[config.mk]
export PLATFORM = sky130hd
export DESIGN_NAME = seg7_scan_ctrl_flat
export DESIGN_NICKNAME = d
export VERILOG_FILES = /design/src/rtl/seg7_scan_ctrl_if.sv /design/src/rtl/seg7_scan_ctrl.sv /design/src/flat_wrapper.sv
export SDC_FILE = /design/constraint.sdc
export NUM_CORES = 1
export LEC_CHECK = 0
export CORE_ASPECT_RATIO = 1.75
export CORE_MARGIN = 1.5
export CORE_UTILIZATION = 41
export CTS_BUF_LIST = sky130_fd_sc_hd__clkbuf_2
export DETAILED_ROUTE_END_ITERATION = 12
export PLACE_DENSITY_LB_ADDON = 0.12
export SLEW_MARGIN = 10
export SYNTH_ARGS = -nofsm -noshare
export SYNTH_HDL_FRONTEND = slang
export SYNTH_SLANG_ARGS = --single-unit
[constraint.sdc]
create_clock -name clk_in -period 4.9 [get_ports clk_in]
set_input_delay 0.735 -clock clk_in [delete_from_list [all_inputs] [get_ports clk_in]]
set_output_delay 0.735 -clock clk_in [all_outputs]
set_load 0.02 [all_outputs]
[src/rtl/seg7_scan_ctrl_if.sv]
// Double-buffered load port of the 7-segment scan controller.
// The producer drives value, decimal points and valid; the controller answers with ready.
interface seg7_scan_ctrl_if;
    logic [15:0] din;
    logic [3:0]  dp_in;
    logic        din_valid;
    logic        din_ready;

    modport master (output din, dp_in, din_valid, input din_ready);
    modport slave  (input din, dp_in, din_valid, output din_ready);
endinterface

[src/rtl/seg7_scan_ctrl.sv]
// Scan scheduler for a 4-digit common-anode 7-segment display with dead time,
// leading-zero blanking and a shadow buffer swapped only at frame boundaries.
module seg7_scan_ctrl #(
    parameter int unsigned DIV  = 100000,
    parameter int unsigned DEAD = 2,
    parameter bit          LZB  = 1'b1
) (
    input  logic            clk_in,
    input  logic            rst,
    input  logic [2:0]      sel_an,
    seg7_scan_ctrl_if.slave ld,
    output logic [6:0]      seg,
    output logic            dp,
    output logic [3:0]      an,
    output logic            frame_done
);
    localparam int unsigned CW        = $clog2(DIV + DEAD + 1);
    localparam int unsigned DEAD_LAST = (DEAD == 0) ? 0 : DEAD - 1;

    typedef enum logic [1:0] {S_ON, S_DEAD, S_IDLE} state_e;

    state_e        state_q, state_d;
    logic [CW-1:0] cnt_q, cnt_d;
    logic [1:0]    idx_q, idx_d;
    logic [2:0]    nact_q, nact_d;
    logic [15:0]   act_val_q, act_val_d, sh_val_q, sh_val_d;
    logic [3:0]    act_dp_q, act_dp_d, sh_dp_q, sh_dp_d;
    logic          pend_q, pend_d;
    logic [6:0]    seg_q, seg_d;
    logic          dp_q, dp_d;
    logic [3:0]    an_q, an_d;
    logic          fd_q, fd_d;

    logic          boundary, last_digit, xfer, blank;
    logic [2:0]    sel_clamp;
    logic [3:0]    nib, nz;

    function automatic logic [6:0] decode(input logic [3:0] n);
        case (n)
            4'h0: decode = 7'b1000000;
            4'h1: decode = 7'b1111001;
            4'h2: decode = 7'b0100100;
            4'h3: decode = 7'b0110000;
            4'h4: decode = 7'b0011001;
            4'h5: decode = 7'b0010010;
            4'h6: decode = 7'b0000010;
            4'h7: decode = 7'b1111000;
            4'h8: decode = 7'b0000000;
            4'h9: decode = 7'b0010000;
            4'hA: decode = 7'b0001000;
            4'hB: decode = 7'b0000011;
            4'hC: decode = 7'b1000110;
            4'hD: decode = 7'b0100001;
            4'hE: decode = 7'b0000110;
            default: decode = 7'b0001110;
        endcase
    endfunction

    assign sel_clamp    = (sel_an > 3'd4) ? 3'd4 : sel_an;
    assign last_digit   = (({1'b0, idx_q} + 3'd1) == nact_q);
    assign xfer         = ld.din_valid & ~pend_q;
    assign ld.din_ready = ~pend_q;

    always_comb begin
        state_d  = state_q;
        cnt_d    = cnt_q + CW'(1);
        idx_d    = idx_q;
        boundary = 1'b0;
        case (state_q)
            S_ON: begin
                if (cnt_q == CW'(DIV - 1)) begin
                    cnt_d = '0;
                    if (DEAD != 0) begin
                        state_d = S_DEAD;
                    end else if (last_digit) begin
                        boundary = 1'b1;
                    end else begin
                        idx_d = idx_q + 2'd1;
                    end
                end
            end
            S_DEAD: begin
                if (cnt_q == CW'(DEAD_LAST)) begin
                    cnt_d = '0;
                    if (last_digit) begin
                        boundary = 1'b1;
                    end else begin
                        state_d = S_ON;
                        idx_d   = idx_q + 2'd1;
                    end
                end
            end
            default: begin
                if (cnt_q == CW'(DIV + DEAD - 1)) begin
                    boundary = 1'b1;
                end
            end
        endcase
        if (boundary) begin
            cnt_d   = '0;
            idx_d   = '0;
            state_d = (sel_clamp == 3'd0) ? S_IDLE : S_ON;
        end
    end

    // Shadow fills on a transfer; it moves to the active copy only at a boundary.
    always_comb begin
        sh_val_d  = sh_val_q;
        sh_dp_d   = sh_dp_q;
        act_val_d = act_val_q;
        act_dp_d  = act_dp_q;
        pend_d    = pend_q;
        nact_d    = nact_q;
        if (boundary) begin
            nact_d = sel_clamp;
            if (pend_q) begin
                act_val_d = sh_val_q;
                act_dp_d  = sh_dp_q;
                pend_d    = 1'b0;
            end
        end
        if (xfer) begin
            sh_val_d = ld.din;
            sh_dp_d  = ld.dp_in;
            pend_d   = 1'b1;
        end
    end

    // A digit is blanked when it and every higher active digit hold zero.
    always_comb begin
        for (int unsigned i = 0; i < 4; i++) begin
            nz[i] = |act_val_q[i*4 +: 4];
        end
        blank = 1'b0;
        if (LZB && idx_q != 2'd0) begin
            blank = 1'b1;
            for (int unsigned i = 0; i < 4; i++) begin
                if (i >= 32'(idx_q) && i < 32'(nact_q) && nz[i]) begin
                    blank = 1'b0;
                end
            end
        end
        nib  = act_val_q[{idx_q, 2'b00} +: 4];
        an_d = 4'hF;
        seg_d = 7'h7F;
        dp_d = 1'b1;
        fd_d = boundary;
        if (state_q == S_ON) begin
            an_d[idx_q] = 1'b0;
            seg_d       = blank ? 7'h7F : decode(nib);
            dp_d        = ~act_dp_q[idx_q];
        end
    end

    always_ff @(posedge clk_in) begin
        if (rst) begin
            state_q   <= S_ON;
            cnt_q     <= '0;
            idx_q     <= '0;
            nact_q    <= 3'd4;
            act_val_q <= '0;
            act_dp_q  <= '0;
            sh_val_q  <= '0;
            sh_dp_q   <= '0;
            pend_q    <= 1'b0;
            an_q      <= 4'hF;
            seg_q     <= 7'h7F;
            dp_q      <= 1'b1;
            fd_q      <= 1'b0;
        end else begin
            state_q   <= state_d;
            cnt_q     <= cnt_d;
            idx_q     <= idx_d;
            nact_q    <= nact_d;
            act_val_q <= act_val_d;
            act_dp_q  <= act_dp_d;
            sh_val_q  <= sh_val_d;
            sh_dp_q   <= sh_dp_d;
            pend_q    <= pend_d;
            an_q      <= an_d;
            seg_q     <= seg_d;
            dp_q      <= dp_d;
            fd_q      <= fd_d;
        end
    end

    assign seg        = seg_q;
    assign dp         = dp_q;
    assign an         = an_q;
    assign frame_done = fd_q;
endmodule

[src/flat_wrapper.sv]
// flat-port wrapper written by rule: the top's interface ports become plain ports
module seg7_scan_ctrl_flat 
#(
    parameter int unsigned DIV  = 100000,
    parameter int unsigned DEAD = 2,
    parameter bit          LZB  = 1'b1
)
  (clk_in, rst, sel_an, seg, dp, an, frame_done, ld_din, ld_dp_in, ld_din_valid, ld_din_ready);
  seg7_scan_ctrl_if ld_i ();
  input  logic clk_in;
  input  logic rst;
  input  logic [2:0] sel_an;
  output logic [6:0] seg;
  output logic dp;
  output logic [3:0] an;
  output logic frame_done;
  input wire logic [$bits(ld_i.din)-1:0] ld_din;
  input wire logic [$bits(ld_i.dp_in)-1:0] ld_dp_in;
  input wire logic [$bits(ld_i.din_valid)-1:0] ld_din_valid;
  output wire logic [$bits(ld_i.din_ready)-1:0] ld_din_ready;
  assign ld_i.din = ld_din;
  assign ld_i.dp_in = ld_dp_in;
  assign ld_i.din_valid = ld_din_valid;
  assign ld_din_ready = ld_i.din_ready;
  seg7_scan_ctrl #(.DIV(DIV), .DEAD(DEAD), .LZB(LZB)) u_core (.clk_in(clk_in), .rst(rst), .sel_an(sel_an), .ld(ld_i), .seg(seg), .dp(dp), .an(an), .frame_done(frame_done));
endmodule
==> run summary <==
mux contribution to synthesized area = 0.09532
post-route cell area = 4093 µm²
Finish-stage setup viols = 0
Avg Inst Size Synth = 8.719 µm²
Most used DFF post-synth = dfxtp_1
WL/cell = 13.63 µm
worst hold stages = 2
reg-to-reg endpoint = u_core.act_val_q[5]
power per cell area = 254.1 nW/µm²
WS Path Type = flip-flop to flip-flop
post-route ant nets = 0
EDFF count, synth = 0
global route overflow = 0
NumNets Final = 481
Reg power frac = 0.637
starting density of the core = 0.4251
H-Tree Depth = 3
CTS tree = built
first-pass GRT wire length = 12710 µm
utilization after layout = 0.4891
Max Clock Skew = 0.03490 ns
CORE AREA = 8368 µm²
Die W = 73.41 µm
combinational power share = 0.081
clock-pin slew on the worst setup and hold paths = 0.23 ns
CP endpoint kind = flip-flop
largest family of logic cells by synthesized area = simple AND/OR/NAND/NOR gates
Hold Crit Class = flip-flop to flip-flop
outcome = finished, final reports clean
worst-margin pin slew = 0.7694 ns
PortBufs = 39
Hold Violations, Final = 0
# diodes = 0
largest net degree at the start of global routing = 43
num rows = 44
Num CTS Buffers = 9
CTS Buffer Depth = 2
sequential element share of the synthesized area = 0.4390
share of cells above drive strength 1 = 0.07830
Hold Path Sink = u_core.act_val_q[7]
Max FO, Critical Path = 20
Setup WS pre-CTS = 2.144 ns
Post-DP Area = 4005 µm²
CP required = 5.37 ns
mapped cell area = 3557 µm²
critical path launch point type = flip-flop
max-capacitance violation count = 0
DRT Wirelength = 7662 µm
Via density = 5.009
switching share of power = 0.2708
Synth-to-Final Area Change = 15.05%
Clock Sinks = 78
post-CTS setup buffer count = 0
initial drt markers = 123
# fillers = 839
Post-CTS Hold Fix Bufs = 0
Synth Area in XOR/XNOR = 0.04432
TritonRoute pass-1 iters = 4
Synth Area in Compound Gates = 0.08723
P_int = 0.7584 mW
Critical Path AT = 3.22 ns
PnR worst setup slack = 2.150 ns
Syn Nets = 447
most common cell after layout, fill and taps aside = nand2_1
DP Wirelength = 5724 µm
commonest non-fill, non-tap cells in the layout = nand2_1 (104), dfxtp_1 (78), clkdlybuf4s50_1 (39)
fmax = 363.6 MHz
initial antenna violation count = 0
die area = 9266 µm²
synth warn = 0
clk root buf = clkbuf_2
post-synthesis simple-gate area fraction = 0.2448
reg-to-reg setup timing slack = 2.15 ns
post-cts repair resize count = 0
Reg-to-Reg Start = u_core.idx_q[0]
normalized max-slew margin = 0.4840
Final GP Congestion = 0.8776
hold path startpoint = u_core.sh_val_q[7]
library cells used by synthesis = 46
GR Util All Layers = 0.1802
worst skew pair latency = 0.54 ns
DIE HEIGHT = 126.2 µm
clock group share of total power = 0.283
Async SR Flop Fraction = 0
flops & latches, synth = 78
Tcrit/Tclk final = 0.5612
Max IR drop VDD = 0.1392 mV
DRC Markers = 0
Ports = 40
vias in the first global route = 2751
Slew Limit Fails = 0
Psw = 0.2817 mW
vias = 2815
Synth Area in Adders = 0.04573
post-synthesis instance total = 408
Setup TNS = 0 ns
Reg2Reg Depth = 7
fin crit period = 2.750 ns
RSZ-0062 raised after global routing = no
leak pwr = 1.422 nW
-- power groups by stage --
stage / logic (mW) / registers [mW] / clock network (mW)
after floorplan: 0.0440 / 0.676 / 0
after global placement: 0.0840 / 0.675 / 0
after detailed placement: 0.0852 / 0.675 / 0
after CTS: 0.0854 / 0.663 / 0.311
after global routing: 0.0943 / 0.665 / 0.339
final: 0.0839 / 0.662 / 0.294
-- worst max-delay path by stage --
stage,start,to,slack (ns),cells after the start
2_1_floorplan,u_core.idx_q[1],u_core.act_dp_q[0],2.89,9
3_3_place_gp,rst,u_core.cnt_q[3],2.20,7
3_5_place_dp,rst,u_core.cnt_q[2],2.14,7
4_1_cts,u_core.idx_q[0],u_core.act_val_q[5],2.16,7
5_1_grt,u_core.idx_q[0],u_core.act_val_q[5],1.92,7
6_report,u_core.idx_q[0],u_core.act_val_q[5],2.15,7
-- state kept, by name, summed over array words and instances, names as in the netlist --
name,cells
u_core.frame_done,1
u_core.pend_q,1
u_core.state_q,2
u_core.nact_q,3
u_core.sh_dp_q,4
u_core.seg,7
u_core.cnt_q,17
u_core.idx_q,2
u_core.sh_val_q,16
u_core.act_dp_q,4
u_core.dp,1
u_core.an,4
u_core.act_val_q,16
-- area by class of cell --
type / instances / area (µm²) / area share
multi-input cells: 300 / 1846 / 0.4509
repair buffers: 42 / 412.9 / 0.1009
well taps: 115 / 143.9 / 0.03516
clock buffers: 10 / 50.05 / 0.01223
clock inverters: 6 / 37.54 / 0.009171
inverters: 11 / 41.29 / 0.01009
flip-flops and latches: 78 / 1562 / 0.3815
-- cell usage after synthesis (7+ instances only) --
library cell | n | area share
nand3_1 | 16 | 0.023
xnor2_1 | 9 | 0.022
o21ai_0 | 8 | 0.011
a21oi_1 | 29 | 0.041
inv_1 | 10 | 0.011
ha_1 | 13 | 0.046
clkbuf_1 | 13 | 0.014
xor2_1 | 9 | 0.022
dfxtp_1 | 78 | 0.44
nor2_1 | 31 | 0.033
nand2_1 | 104 | 0.11
nand4_1 | 7 | 0.012
mux2i_1 | 20 | 0.056
-- critical path, cell delays in order, from the launching register on --
cell and delay (ns):
dfxtp_1 0.75, inv_1 0.14, ha_1 0.35, xnor2_1 0.17
and3_2 0.25, nand2_1 0.09, o2bb2ai_4 0.63, mux2i_1 0.27
-- routing by layer --
metal,vias up,wire length (µm),track usage
li1,1442,-,-
met4,0,249,0.09259
met2,42,4254,0.3225
met1,1310,2969,0.1876
met3,21,188,0.04480
met5,-,0,0
-- metrics by stage --
step	std cells	total power, mW	hold WS [ns]
after detailed placement	546	0.7605	0.4492
after CTS	562	1.059	0.4573
after floorplan	408	0.7197	0.4315
after global placement	546	0.7590	0.4410
final	562	1.040	0.4560
after global routing	562	1.098	0.4933
-- cell families after synthesis --
family | count (synthesis)
simple gates | 192
flops | 78
compound gates | 50
buf+inv | 30
mux | 27
xor+xnor | 18
fa+ha+maj | 13
No activity file was read; power rests on OpenSTA's default activity.
